`src/rtl/keypad_pkg.sv`:
```
// Shared types for the keypad scanner: debounce states and frame classes.
package keypad_pkg;

    typedef enum logic [1:0] {
        ST_IDLE    = 2'd0,
        ST_CONFIRM = 2'd1,
        ST_HELD    = 2'd2,
        ST_RELEASE = 2'd3
    } state_e;

    typedef enum logic [1:0] {
        FR_NONE   = 2'd0,
        FR_SINGLE = 2'd1,
        FR_MULTI  = 2'd2
    } frame_class_e;

    // Key code width: clog2 of the key count, never below one bit.
    function automatic int code_width(input int num_keys);
        return (num_keys <= 2) ? 1 : $clog2(num_keys);
    endfunction

endpackage

```
`src/rtl/keypad_frame_classify.sv`:
```
// Combinational classification of a full-frame key snapshot into
// NONE / SINGLE(code) / MULTI.
module keypad_frame_classify
    import keypad_pkg::*;
#(
    parameter int NUM_KEYS = 12,
    parameter int CODE_W   = 4
) (
    input  logic [NUM_KEYS-1:0] snap,
    output frame_class_e        frame_class,
    output logic [CODE_W-1:0]   code
);

    logic found;
    logic multi;

    always_comb begin
        found = 1'b0;
        multi = 1'b0;
        code  = '0;
        for (int i = 0; i < NUM_KEYS; i++) begin
            if (snap[i]) begin
                if (found) begin
                    multi = 1'b1;
                end else begin
                    found = 1'b1;
                    code  = CODE_W'(i);
                end
            end
        end
        if (multi) begin
            frame_class = FR_MULTI;
        end else if (found) begin
            frame_class = FR_SINGLE;
        end else begin
            frame_class = FR_NONE;
        end
    end

endmodule

```
`src/rtl/keypad_scan.sv`:
```
// Matrix keypad scanner: column strobe, row synchroniser, per-frame debounce
// FSM and a single-entry event register with valid/ready handshake.
module keypad_scan
    import keypad_pkg::*;
#(
    parameter int NUM_ROWS        = 4,
    parameter int NUM_COLS        = 3,
    parameter int SCAN_DIV        = 1000,
    parameter int DEBOUNCE_FRAMES = 3,
    parameter int EMIT_RELEASE    = 1,
    localparam int NUM_KEYS       = NUM_ROWS * NUM_COLS,
    localparam int CODE_W         = code_width(NUM_KEYS)
) (
    input  logic                clk,
    input  logic                rst_n,
    output logic [NUM_COLS-1:0] col_drv,
    input  logic [NUM_ROWS-1:0] row_in,
    output logic                evt_valid,
    input  logic                evt_ready,
    output logic [CODE_W-1:0]   evt_code,
    output logic                evt_release,
    output logic                key_down,
    output logic                overrun,
    output logic                multi_err
);

    localparam int COL_W = (NUM_COLS > 1) ? $clog2(NUM_COLS) : 1;
    localparam int DIV_W = $clog2(SCAN_DIV);
    localparam int CNT_W = $clog2(DEBOUNCE_FRAMES + 1);

    localparam logic [COL_W-1:0] LAST_COL  = COL_W'(NUM_COLS - 1);
    localparam logic [DIV_W-1:0] LAST_DIV  = DIV_W'(SCAN_DIV - 1);
    localparam logic [CNT_W-1:0] DF_CNT    = CNT_W'(DEBOUNCE_FRAMES);
    localparam logic [CNT_W-1:0] CNT_ONE   = CNT_W'(1);

    // Scan and synchroniser registers
    logic [NUM_ROWS-1:0] row_s1_q, row_s1_d;
    logic [NUM_ROWS-1:0] row_s2_q, row_s2_d;
    logic [DIV_W-1:0]    div_cnt_q, div_cnt_d;
    logic [COL_W-1:0]    col_idx_q, col_idx_d;
    logic [NUM_COLS-1:0] col_drv_q, col_drv_d;
    logic [NUM_KEYS-1:0] frame_q, frame_d;

    // Debounce FSM registers
    state_e              state_q, state_d;
    logic [CNT_W-1:0]    cnt_q, cnt_d;
    logic [CODE_W-1:0]   code_q, code_d;

    // Event output registers
    logic                evt_valid_q, evt_valid_d;
    logic [CODE_W-1:0]   evt_code_q, evt_code_d;
    logic                evt_release_q, evt_release_d;
    logic                overrun_q, overrun_d;
    logic                multi_err_q, multi_err_d;

    logic                sample;
    logic                frame_end;
    logic [NUM_KEYS-1:0] snap_now;
    frame_class_e        fr_class;
    logic [CODE_W-1:0]   fr_code;
    logic                ev_fire;
    logic                ev_rel;

    assign sample    = (div_cnt_q == LAST_DIV);
    assign frame_end = sample && (col_idx_q == LAST_COL);

    // Column strobe, dwell counter and snapshot capture. col_drv is the
    // registered one-cold image of the next column index so the strobe and
    // the index always move together.
    always_comb begin
        row_s1_d  = row_in;
        row_s2_d  = row_s1_q;
        div_cnt_d = div_cnt_q + 1'b1;
        col_idx_d = col_idx_q;
        if (sample) begin
            div_cnt_d = '0;
            col_idx_d = (col_idx_q == LAST_COL) ? '0 : col_idx_q + 1'b1;
        end
        col_drv_d            = '1;
        col_drv_d[col_idx_d] = 1'b0;

        snap_now = frame_q;
        if (sample) begin
            for (int r = 0; r < NUM_ROWS; r++) begin
                snap_now[r * NUM_COLS + int'(col_idx_q)] = ~row_s2_q[r];
            end
        end
        frame_d = snap_now;
    end

    keypad_frame_classify #(
        .NUM_KEYS (NUM_KEYS),
        .CODE_W   (CODE_W)
    ) u_classify (
        .snap        (snap_now),
        .frame_class (fr_class),
        .code        (fr_code)
    );

    // Debounce FSM, advanced only on frame end
    always_comb begin
        state_d = state_q;
        cnt_d   = cnt_q;
        code_d  = code_q;
        ev_fire = 1'b0;
        ev_rel  = 1'b0;
        if (frame_end) begin
            unique case (state_q)
                ST_IDLE: begin
                    if (fr_class == FR_SINGLE) begin
                        code_d = fr_code;
                        cnt_d  = CNT_ONE;
                        if (DEBOUNCE_FRAMES == 1) begin
                            state_d = ST_HELD;
                            cnt_d   = '0;
                            ev_fire = 1'b1;
                        end else begin
                            state_d = ST_CONFIRM;
                        end
                    end
                end
                ST_CONFIRM: begin
                    // A different single key restarts the debounce from idle.
                    if (fr_class == FR_SINGLE && fr_code == code_q) begin
                        cnt_d = cnt_q + 1'b1;
                        if (cnt_q + 1'b1 == DF_CNT) begin
                            state_d = ST_HELD;
                            cnt_d   = '0;
                            ev_fire = 1'b1;
                        end
                    end else begin
                        state_d = ST_IDLE;
                        cnt_d   = '0;
                    end
                end
                ST_HELD: begin
                    if (fr_class == FR_NONE) begin
                        cnt_d = CNT_ONE;
                        if (DEBOUNCE_FRAMES == 1) begin
                            state_d = ST_IDLE;
                            cnt_d   = '0;
                            ev_fire = (EMIT_RELEASE != 0);
                            ev_rel  = 1'b1;
                        end else begin
                            state_d = ST_RELEASE;
                        end
                    end
                end
                ST_RELEASE: begin
                    if (fr_class == FR_NONE) begin
                        cnt_d = cnt_q + 1'b1;
                        if (cnt_q + 1'b1 == DF_CNT) begin
                            state_d = ST_IDLE;
                            cnt_d   = '0;
                            ev_fire = (EMIT_RELEASE != 0);
                            ev_rel  = 1'b1;
                        end
                    end else begin
                        state_d = ST_HELD;
                        cnt_d   = '0;
                    end
                end
            endcase
        end
    end

    // Event register: valid/ready handshake. Contents hold while valid is
    // high and ready is low; a transfer happens on a cycle where both are
    // high. A new event overwrites only an empty or just-accepted register,
    // otherwise it is dropped and flagged on overrun.
    always_comb begin
        evt_valid_d   = evt_valid_q;
        evt_code_d    = evt_code_q;
        evt_release_d = evt_release_q;
        overrun_d     = 1'b0;
        multi_err_d   = frame_end && (fr_class == FR_MULTI);
        if (ev_fire) begin
            if (evt_valid_q && !evt_ready) begin
                overrun_d = 1'b1;
            end else begin
                evt_valid_d   = 1'b1;
                evt_code_d    = code_d;
                evt_release_d = ev_rel;
            end
        end else if (evt_valid_q && evt_ready) begin
            evt_valid_d = 1'b0;
        end
    end

    always_ff @(posedge clk) begin
        if (!rst_n) begin
            row_s1_q      <= '0;
            row_s2_q      <= '0;
            div_cnt_q     <= '0;
            col_idx_q     <= '0;
            col_drv_q     <= '1;
            frame_q       <= '0;
            state_q       <= ST_IDLE;
            cnt_q         <= '0;
            code_q        <= '0;
            evt_valid_q   <= 1'b0;
            evt_code_q    <= '0;
            evt_release_q <= 1'b0;
            overrun_q     <= 1'b0;
            multi_err_q   <= 1'b0;
        end else begin
            row_s1_q      <= row_s1_d;
            row_s2_q      <= row_s2_d;
            div_cnt_q     <= div_cnt_d;
            col_idx_q     <= col_idx_d;
            col_drv_q     <= col_drv_d;
            frame_q       <= frame_d;
            state_q       <= state_d;
            cnt_q         <= cnt_d;
            code_q        <= code_d;
            evt_valid_q   <= evt_valid_d;
            evt_code_q    <= evt_code_d;
            evt_release_q <= evt_release_d;
            overrun_q     <= overrun_d;
            multi_err_q   <= multi_err_d;
        end
    end

    assign col_drv     = col_drv_q;
    assign evt_valid   = evt_valid_q;
    assign evt_code    = evt_code_q;
    assign evt_release = evt_release_q;
    assign overrun     = overrun_q;
    assign multi_err   = multi_err_q;
    assign key_down    = (state_q == ST_HELD) || (state_q == ST_RELEASE);

endmodule

```
`config.mk`:
```
export PLATFORM = sky130hd
export DESIGN_NAME = keypad_scan
export DESIGN_NICKNAME = d
export VERILOG_FILES = /design/src/rtl/keypad_pkg.sv /design/src/rtl/keypad_frame_classify.sv /design/src/rtl/keypad_scan.sv
export SDC_FILE = /design/constraint.sdc
export NUM_CORES = 1
export LEC_CHECK = 0
export CAP_MARGIN = 25
export CELL_PAD_IN_SITES_DETAIL_PLACEMENT = 0
export CELL_PAD_IN_SITES_GLOBAL_PLACEMENT = 1
export CORE_MARGIN = 1
export CORE_UTILIZATION = 40
export DETAILED_ROUTE_END_ITERATION = 8
export PLACE_DENSITY_LB_ADDON = 0.1
export SLEW_MARGIN = 10
export SYNTH_ARGS = -nofsm -noshare
export SYNTH_HDL_FRONTEND = slang
export SYNTH_SLANG_ARGS = --single-unit
```
`constraint.sdc`:
```
create_clock -name clk -period 3.6 [get_ports clk]
set_clock_uncertainty 0.1 [all_clocks]
set_input_delay 0.72 -clock clk [delete_from_list [all_inputs] [get_ports clk]]
set_output_delay 0.72 -clock clk [all_outputs]
set_load 0.02 [all_outputs]
```
After elaboration in Yosys (flattened, before gate mapping)

Cells that the tools add are included.

Bits in registers: 51
Logic and storage cells: 173
Bits of input ports: 7
Output and inout bits: 12

$add $sub $neg: 6
Equality and inequality tests: 14
Bitwise gates (word level): 7
$lt $le $gt $ge: 10
Mux-type cells: 101
Reductions and logical operators: 21

Operator list:

| kind                                                       | count |
|---|---|
| 2-to-1 mux 4 bit                                           | 24 |
| 2-to-1 mux 1 bit                                           | 51 |
| bitwise mux 12 bit                                         | 4 |
| 2-to-1 mux 2 bit                                           | 13 |
| one-hot mux 2 bit (4 select lines)                         | 2 |
| demux 1 bit (select 4 bit)                                 | 3 |
| 2-to-1 mux 12 bit                                          | 1 |
| adder 10 x 1 -> 10 bit, second input constant              | 1 |
| equality test 10 bit, second input constant                | 1 |
| equality test 2 bit, second input constant                 | 5 |
| logical AND 1 bit                                          | 10 |
| inequality test 2 bit, second input constant               | 3 |
| inequality test 3 bit, second input constant               | 2 |
| NOT 1 bit                                                  | 6 |
| AND reduction 2 bit                                        | 3 |
| adder 4 x 2 -> 5 bit, first input constant                 | 1 |
| >= comparator 5 x 1 -> 1 bit, second input constant        | 1 |
| less-than comparator 2 x 5 -> 1 bit, second input constant | 1 |
| less-than comparator 3 x 5 -> 1 bit, second input constant | 1 |
| less-than comparator 4 x 5 -> 1 bit, second input constant | 1 |
| less-than comparator 5 bit, second input constant          | 1 |
| AND reduction 5 bit                                        | 1 |
| adder 2 x 1 -> 2 bit, second input constant                | 2 |
| adder 3 x 2 -> 4 bit, first input constant                 | 1 |
| 16 further kinds                                           | 20 |

Longest topological paths before layout

Gate-level depths: netlist (run 1).

Word-level depth: 40
Gate-level depth with buffers: 14
Gate-level depth less buffers: 12

By module

From an unflattened synthesis (run 1), not the netlist that was laid out.

Cells, all modules: 318
Area total of the unflattened synthesis: 2642.5 µm²

Modules (own cells, without submodules):

| module                | area an instance (µm²) | cells an instance | times used | sequential area each (µm²) |
|---|---|---|---|---|
| keypad_scan           | 2394.8                 | 279               | 1          | 1021.0 |
| keypad_frame_classify | 247.7                  | 39                | 1          | 0.0 |

Worst setup path after synthesis (run 1)

Ideal clock, no wire load.

Path kind: reg2reg
Start: register col_idx_q[1]
End: register cnt_q[1]
Period minus slack after synthesis: 3.830 ns
Stages on the path, launching flop included: 14
Arrival time: 3.663 ns
Required time: 3.433 ns
Setup time: 0.067 ns
Setup slack: -0.230 ns
Path buffers: 1
Cells stage by stage: dfxtp_1 > clkbuf_1 > inv_1 > ha_1 > nand2_1 > a31oi_1 > or4_4 > a211oi_4 > nor4b_1 > xnor2_1 > nand3_1 > or4_4 > a2111o_1 > o21ai_2

Cells in the longest elaborated chain, start to end: 37
Elaborated cells on any way between the ends: 98
Those cells by class: add/sub: 3; order compare: 8; eq/ne: 5; mux: 74; reduce/logical: 8

Ends and longest elaborated chain:

| what                                                                                        | line                                   | text |
|---|---|---|
| start: declaration                                                                          | keypad_scan.sv:40                      | `logic [COL_W-1:0] col_idx_q, col_idx_d;` |
| start signal: assignment                                                                    | keypad_scan.sv:210                     | `col_idx_q <= col_idx_d;` |
| adder 2 x 2 -> 3 bit, or another cell as far along                                          | keypad_scan.sv:85                      | `snap_now[r * NUM_COLS + int'(col_idx_q)] = ~row_s2_q[r];` |
| less-than comparator 3 x 5 -> 1 bit (implied by the code), or another cell as far along     | keypad_scan.sv:85                      |  |
| logical AND 1 bit (implied by the code) / 2-to-1 mux 1 bit (equally long branches)          | keypad_scan.sv:85                      |  |
| 2-to-1 mux 1 bit (implied by the code) / demux 1 bit (select 2 bit) (equally long branches) | keypad_scan.sv:85                      |  |
| demux 1 bit (select 4 bit) / bitwise mux 12 bit (equally long branches)                     | keypad_scan.sv:85                      |  |
| bitwise mux 12 bit (3 in series)                                                            | keypad_scan.sv:85                      |  |
| 2-to-1 mux 12 bit                                                                           | keypad_scan.sv:83                      | `if (sample) begin` |
| 2-to-1 mux 1 bit                                                                            | keypad_frame_classify.sv:22            | `if (snap[i]) begin` |
| (+19 left out)                                                                              | -                                      |  |
| 2-to-1 mux 1 bit                                                                            | keypad_frame_classify.sv:22            |  |
| 2-to-1 mux 1 bit                                                                            | keypad_frame_classify.sv:23            | `if (found) begin` |
| 2-to-1 mux 1 bit                                                                            | keypad_frame_classify.sv:22            |  |
| 2-to-1 mux 2 bit                                                                            | keypad_frame_classify.sv:31            | `if (multi) begin` |
| equality test 2 x 1 -> 1 bit                                                                | keypad_scan.sv:110, keypad_scan.sv:124 |  |
| logical AND 1 bit                                                                           | keypad_scan.sv:124                     | `if (fr_class == FR_SINGLE && fr_code == code_q) begin` |
| 2-to-1 mux 2 bit                                                                            | keypad_scan.sv:124                     |  |
| one-hot mux 2 bit (4 select lines)                                                          | keypad_scan.sv:108                     | `unique case (state_q)` |
| end signal: assignment                                                                      | keypad_scan.sv:214                     | `cnt_q <= cnt_d;` |
| end: declaration                                                                            | keypad_scan.sv:46                      | `logic [CNT_W-1:0] cnt_q, cnt_d;` |

Parallel ways exist; a longest one is shown, timed or not.
A chain may end at the register's enable or synchronous reset.

Final worst setup path (run 1)

Start: register col_idx_q[0]
End: register overrun_q, in the netlist overrun

Cells in the longest elaborated chain, start to end: 39
Elaborated cells on any way between the ends: 97
Those cells by class: add/sub: 3; order compare: 8; eq/ne: 3; mux: 75; reduce/logical: 8

Ends and longest elaborated chain:

| what                                                                                        | line                        | text |
|---|---|---|
| adder 2 x 2 -> 3 bit, or another cell as far along                                          | keypad_scan.sv:85           |  |
| less-than comparator 3 x 5 -> 1 bit (implied by the code), or another cell as far along     | keypad_scan.sv:85           |  |
| logical AND 1 bit (implied by the code) / 2-to-1 mux 1 bit (equally long branches)          | keypad_scan.sv:85           |  |
| 2-to-1 mux 1 bit (implied by the code) / demux 1 bit (select 2 bit) (equally long branches) | keypad_scan.sv:85           |  |
| demux 1 bit (select 4 bit) / bitwise mux 12 bit (equally long branches)                     | keypad_scan.sv:85           |  |
| bitwise mux 12 bit (3 in series)                                                            | keypad_scan.sv:85           |  |
| 2-to-1 mux 12 bit                                                                           | keypad_scan.sv:83           |  |
| 2-to-1 mux 1 bit                                                                            | keypad_frame_classify.sv:22 |  |
| (+21 left out)                                                                              | -                           |  |
| 2-to-1 mux 1 bit                                                                            | keypad_frame_classify.sv:22 |  |
| 2-to-1 mux 2 bit                                                                            | keypad_frame_classify.sv:31 |  |
| equality test 2 x 1 -> 1 bit                                                                | keypad_scan.sv:124          |  |
| logical AND 1 bit                                                                           | keypad_scan.sv:124          |  |
| 2-to-1 mux 1 bit                                                                            | keypad_scan.sv:124          |  |
| one-hot mux 1 bit (2 select lines)                                                          | keypad_scan.sv:108          |  |
| 2-to-1 mux 1 bit *                                                                          | keypad_scan.sv:107          | `if (frame_end) begin` |
| AND reduction 2 bit (no source line) *                                                      | -                           |  |
| end signal: assignment                                                                      | keypad_scan.sv:219          | `overrun_q <= overrun_d;` |
| end: declaration                                                                            | keypad_scan.sv:53           | `logic overrun_q, overrun_d;` |

Every way passes the cells marked *; elsewhere a longest branch is shown, timed or not.

==> metrics.txt, run 1 <==
status completed; Syn Nets 351; cts hold-fix bufs 0; hold crit path type register to register; Adder-Cell Fraction of Synth Area 3.84%; vias per cell between 5 and 6; post-synthesis compound-gate area fraction 17.5%; Worst EP arrival 3.71 ns; Core Rows 30; post-synthesis xor/xnor area fraction 3.06%; largest net degree at the start of global routing 17; root buf cell clkbuf_8; core area 0.00687 sq mm; # H-tree levels 2; synth top area cells dfxtp_1 (36%), nor2_1 (5.1%), and2_1 (3.7%), mux2_2 (3.5%), ha_1 (3.5%); die height 86.6 um; Clk pwr share 43.9%; DR WL/cell 14.6 um; Post-Syn Area 0.00286 sq mm; Crit path required time 3.75 ns; dominant cell type by area after synthesis dfxtp_1; crit path max fanout 7; asr flop ratio synth 0%; CP Class register to register; DPL Wire Length 5400 um; Final Cycle Share 98.7%; Fin. Hold Viols 0; Final min period 3.55 ns; synth cell count leaders dfxtp_1 (51), nor2_1 (39), nand2_1 (25); delay-heaviest family, CP simple AND/OR/NAND/NOR gates; RSZ-0062 raised after global routing true; Iter 0 DRT Violations 118; Slew Limit Fails 0; clk sinks 51; ANT cells 0; Final Util 55.0%; CP max-delay cell or4_4; I/O pins 19; Tot Pwr 1.10 mW; Pint 0.868 mW; Worst setup EP type register; Tightest Pin Transition just over 0.6 ns; Pleak approximately 1.5 nW; port bufs 18; Starting Density between 40% and 50%; antenna violations before repair 0; crit-path cells inv_6 > buf_6 > ha_4 > and3_4 > a31oi_2 > or4_4 > a211oi_4 > nand4_1 > a211oi_2 > nand2_1 > or4_4 > a211o_2 > nor3b_2; fraction of layout cells with a size suffix above 1 26.8%; Clk Latency, worst-skew pair 0.31 ns; switching power 0.229 mW; Mean Syn Cell Area 8.52 sq um; Area Overhead vs Synth 32.0%; CP Launch Type register; Sw Ratio 20.9%; Top FF cell, synth dfxtp_1; CTS Buf Count 5; FMAX 0.281 GHz; sequential power share 52.6%; Final ANT Viol Nets 0; largest family of logic cells by synthesized area simple AND/OR/NAND/NOR gates; post-synthesis mux area share 7.03%; global route overflow 0; die width 86.6 um; area share of the largest cell type after synthesis 35.6%; Netlist cell types 62; Die ar. 0.00750 sq mm; GPL Wtd Cong 0.881; first-pass iteration count of the detailed router 5; synthesized instance count 336; Synth Warn # 0; crit-path max cell delay 0.58 ns; Clock Path Buffers 2; global-route wire length before repair 11500 um; number of synthesized flops with an enable pin 0; cell repeated most along the worst path or4_4; WL final between 7000 and 8000 um; #FFs+latches synth 51; combinational share of power 3.5%; total track usage 19.9%; max cap viols 0; CTS tree built; Remaining DRCs 0; number of global-route vias before repair 2373; Nets 413; worst path bufs/invs 2; Synth Area in Simple Gates a little under 30%; sequential share of the synthesized area about 36%; Worst Hold Slack 0.339 ns; Final setup viols 0; Worst-path clk slew 0.10 ns; power per cell area a little under 300 mW/mm^2; Via Count 2618; Worst IR Drop VDD 0.137 mV; max_slew headroom 58.8%; most common cell in the netlist dfxtp_1
==> placed cells by master (no fill, tap or decap), types with 7 or more instances in the layout <==
master and n:
buf_4 50, nand3_1 9, and2_1 17, nand2_1 24, dfxtp_1 48, inv_1 7, mux2i_1 10, nand2b_1 15
o21ai_0 9, a21oi_1 16, clkdlybuf4s50_1 18, nor2_1 38, mux2_2 9
==> cell type report <==
cell class                      count  area [sq um]
Clock inverter                      3          67.6
Inverter                            9          41.3
Clock buffer                        5          68.8
Sequential cell                    51          1030
Tap cell                           96           120
Multi-Input combinational cell    262          1890
Timing Repair Buffer               69           567
Fill cell                         660          3090
==> timing repair <==
action,CTS,global route
pin swaps,2,2
gates resized for setup,8,23
setup buffers,0,4
gates cloned,0,0
setup endpoints to repair,10,11
==> registers in the layout (all words and copies together), names as in the netlist, 3 cells and up <==
register and flops:
div_cnt_q 10, row_s2_q 4, frame_q 12, evt_code 4, code_q 4, col_drv 3, row_s1_q 4
==> cells by family after synthesis <==
kind of cell	Yosys count
flip-flops	51
XOR/XNOR	10
adder cells (fa/ha/maj)	9
multiplexers	19
AND/OR/NAND/NOR	154
AO/OA/AOI/OAI	70
buffers and inverters	23
==> worst reg2reg max path, cell delays in order, from the launching register on <==
cell and delay (ns):
dfxtp_4 0.37, inv_6 0.07, buf_6 0.10, ha_4 0.18
and3_4 0.19, a31oi_2 0.05, or4_4 0.56, a211oi_4 0.30
nand4_1 0.15, a211oi_2 0.23, nand2_1 0.12, or4_4 0.58
a211o_2 0.34, nor3b_2 0.14
==> per-stage QoR <==
stage | setup TNS (ns) | cells | worst slack [ns] | cell area [sq um]
floorplan | 0 | 336 | 0.0138 | 2900
global placement | -0.583 | 483 | -0.135 | 3480
detailed placement | -0.356 | 483 | -0.0932 | 3480
CTS | 0 | 491 | 0.00361 | 3640
global route | -0.715 | 495 | -0.158 | 3780
finish | 0 | 495 | 0.0466 | 3780
==> power by group through the flow <==
| stage | clock network, mW | logic, mW | registers [mW] |
|---|---|---|---|
| 2_1_floorplan | 0 | 0.0165 | 0.590 |
| 3_3_place_gp | 0 | 0.0376 | 0.590 |
| 3_5_place_dp | 0 | 0.0379 | 0.590 |
| 4_1_cts | 0.493 | 0.0380 | 0.577 |
| 5_1_grt | 0.521 | 0.0427 | 0.578 |
| 6_report | 0.481 | 0.0386 | 0.577 |
==> worst paths after layout <==
check	start	end	slack, ns	cells after the start
hold reg to reg	row_s1_q[0]$_SDFF_PN0_	row_s2_q[0]$_SDFF_PN0_	0.34	1
setup / recovery	col_idx_q[0]$_SDFF_PN0_	overrun$_SDFF_PN0_	0.05	13
hold / removal	row_s1_q[0]$_SDFF_PN0_	row_s2_q[0]$_SDFF_PN0_	0.34	1
setup reg to reg	col_idx_q[0]$_SDFF_PN0_	overrun$_SDFF_PN0_	0.05	13
==> metal layers <==
metal | track usage [%] | share of wire [%]
met5 | 0 | 0
met4 | 5.61 | 1.4
met3 | 3.52 | 4.3
met2 | 32.4 | 45
met1 | 27.0 | 50
No activity file was read; power rests on OpenSTA's default activity.
==> inputs of run 2 (changes only) <==
--- a/config.mk
+++ b/config.mk
@@ -8,8 +8,6 @@
 export CAP_MARGIN = 25
-export CELL_PAD_IN_SITES_DETAIL_PLACEMENT = 0
-export CELL_PAD_IN_SITES_GLOBAL_PLACEMENT = 1
-export CORE_MARGIN = 1
-export CORE_UTILIZATION = 40
+export CORE_MARGIN = 3
+export CORE_UTILIZATION = 53
 export DETAILED_ROUTE_END_ITERATION = 8
-export PLACE_DENSITY_LB_ADDON = 0.1
+export PLACE_DENSITY = 0.76
 export SLEW_MARGIN = 10
==> constraint.sdc (replaced) <==
create_clock -name clk -period 3.6 [get_ports clk]
set_clock_uncertainty 0.1 [all_clocks]
set_input_delay 0.9 -clock clk [delete_from_list [all_inputs] [get_ports clk]]
set_output_delay 0.9 -clock clk [all_outputs]
set_load 0.02 [all_outputs]
==> metrics.txt, run 2 (synthesized netlist as in run 1, its figures left out) <==
global route overflow 0 (unchanged); power per cell area 278 mW/mm^2 (-4.2%); Final Cycle Share 105% (+6.0 points); cts hold-fix bufs 0 (unchanged); first-pass iteration count of the detailed router 5 (unchanged); Worst setup EP type register; FMAX 0.265 GHz (-5.7%); vias per cell 6.06 (+15%); CP Class register to register; CP Launch Type register; max_slew headroom 64.2% (+5.4 points); ANT cells 0 (unchanged); Worst EP arrival 3.92 ns (+0.21 ns); cell repeated most along the worst path or4_4; # H-tree levels 2 (unchanged); Clk Latency, worst-skew pair 0.31 ns (about the same); setup slack after layout -0.170 ns (-0.216 ns); crit-path max cell delay 0.59 ns (about the same); Most flops, register frame_q; max reg flops 12 (unchanged); status complete, but fails checks; Final ANT Viol Nets 0 (unchanged); most frequent cells in the layout dfxtp_1 (49), nor2_1 (38), buf_4 (33), nand2_1 (23), clkdlybuf4s50_1 (18); core area 0.00517 sq mm (-25%); Die ar. 0.00632 sq mm (-16%); CTS Buf Count 5 (unchanged); port bufs 18 (unchanged); Final TNS setup -0.815 ns (-0.815 ns); Clock Path Buffers 2 (unchanged); Final min period 3.77 ns (+0.216 ns); largest net degree at the start of global routing 20 (+3); Via Count 2753 (+5.2%); commonest non-fill, non-tap cell in the layout dfxtp_1; Iter 0 DRT Violations 242 (+110%); CP max-delay cell or4_4; Pleak 1.44 nW (-4.3%); RSZ-0062 raised after global routing true; number of global-route vias before repair 2490 (+4.9%); crit-path cells inv_6 > buf_6 > ha_4 > and3_4 > a31oi_4 > or4_4 > a211oi_4 > nor4b_4 > xnor2_1 > nand3_1 > or4_4 > a211o_4 > nor3b_2; Crit path required time 3.75 ns (about the same); die width 79.5 um (-8.2%); Tightest Pin Transition 0.535 ns (-0.0824 ns); Worst-path clk slew 0.10 ns (about the same); clk sinks 51 (unchanged); Area Overhead vs Synth 28.7%; WL final 7870 um (+8.6%); fraction of layout cells with a size suffix above 1 25.5% (-1.3 points); Core Rows 26 (-13%); antenna violations before repair 0 (unchanged); failing checks setup timing; Starting Density 55.4% (+14 points); root buf cell clkbuf_8; Filler cells 390 (-41%); top flop regs frame_q x12, div_cnt_q x10; DPL Wire Length 5060 um (-6.4%); Worst IR Drop VDD 0.210 mV (+54%); delay-heaviest family, CP simple AND/OR/NAND/NOR gates; Slew Limit Fails 0 (unchanged); die height 79.5 um (-8.2%); global-route wire length before repair 12000 um (+4.9%); dpl cell area 0.00331 sq mm (-4.8%); GPL Wtd Cong 0.919 (+4.2%); CTS tree built; I/O pins 19 (unchanged); max cap viols 0 (unchanged); DR WL/cell 17.3 um (+18%); Nets 398 (-3.6%); crit path max fanout 7 (unchanged); Remaining DRCs 0 (unchanged); Final setup viols 10 (+10); worst path bufs/invs 2 (unchanged); hold crit path type register to register; fin area 0.00369 sq mm (-2.5%); total track usage 23.8% (+3.9 points); Fin. Hold Viols 0 (unchanged)
## run 2: power breakdown
part	total [mW]	switching, mW	internal (mW)
registers	0.578	0.00757	0.571
clock network	0.409	0.202	0.207
logic	0.0363	0.0185	0.0178
total	1.02	0.228	0.796
## run 2: worst register-to-register path: cells and delay by family, from the launching register on
family | cells | cell delay, ns
XOR/XNOR | 1 | 0.16
AND/OR/NAND/NOR | 6 | 1.95
buffers and inverters | 2 | 0.19
adder cells (fa/ha/maj) | 1 | 0.19
flip-flops | 1 | 0.39
AO/OA/AOI/OAI | 3 | 0.73
## run 2: cell type report
type                       count  area [sq um]  share of cell area [%]
tap                           70          87.6                    2.38
sequential                    51          1030                    27.8
clock inverter                 3          43.8                    1.19
clock buffer                   5          68.8                    1.87
multi-input combinational    262          1960                    53.2
inverter                       9          38.8                    1.05
timing repair buffer          54           462                    12.5
## run 2: repair_timing
item / 4_1_cts / 5_1_grt
setup endpoints to repair: 7 / 12
hold endpoints to repair: 0 / 0
gates resized for setup: 6 / 39
pin swaps: 2 / 14
buffers inserted: 0 / 7
## run 2: per-stage QoR
stage / utilization, % / setup slack, ns / power (mW) / hold slack [ns] / std cells
5_1_grt: 71.3 / -0.274 / 1.05 / 0.362 / 454
4_1_cts: 66.6 / -0.0336 / 1.03 / 0.342 / 447
3_5_place_dp: 64.1 / -0.0448 / 0.626 / 0.320 / 439
6_report: 71.3 / -0.170 / 1.02 / 0.338 / 454
3_3_place_gp: 64.1 / -0.0801 / 0.625 / 0.313 / 439
2_1_floorplan: - / 0.0138 / 0.606 / 0.312 / 336
## run 2: worst paths after layout
kind / startpoint / endpoint / slack [ns] / cells after the start
min reg2reg: row_s1_q[0]$_SDFF_PN0_ / row_s2_q[0]$_SDFF_PN0_ / 0.34 / 1
min: row_s1_q[0]$_SDFF_PN0_ / row_s2_q[0]$_SDFF_PN0_ / 0.34 / 1
max reg2reg: col_idx_q[0]$_SDFF_PN0_ / overrun$_SDFF_PN0_ / -0.17 / 13
max: col_idx_q[0]$_SDFF_PN0_ / overrun$_SDFF_PN0_ / -0.17 / 13
## run 2: per-layer routing
layer / routed length, um / share of wire (%) / up-vias / GRT usage, %
met5: 0 / 0 / - / 0
met4: 202 / 2.6 / 0 / 6.36
met3: 696 / 8.8 / 26 / 4.63
met2: 3550 / 45 / 133 / 37.7
met1: 3430 / 44 / 1295 / 33.0
li1: - / - / 1299 / -
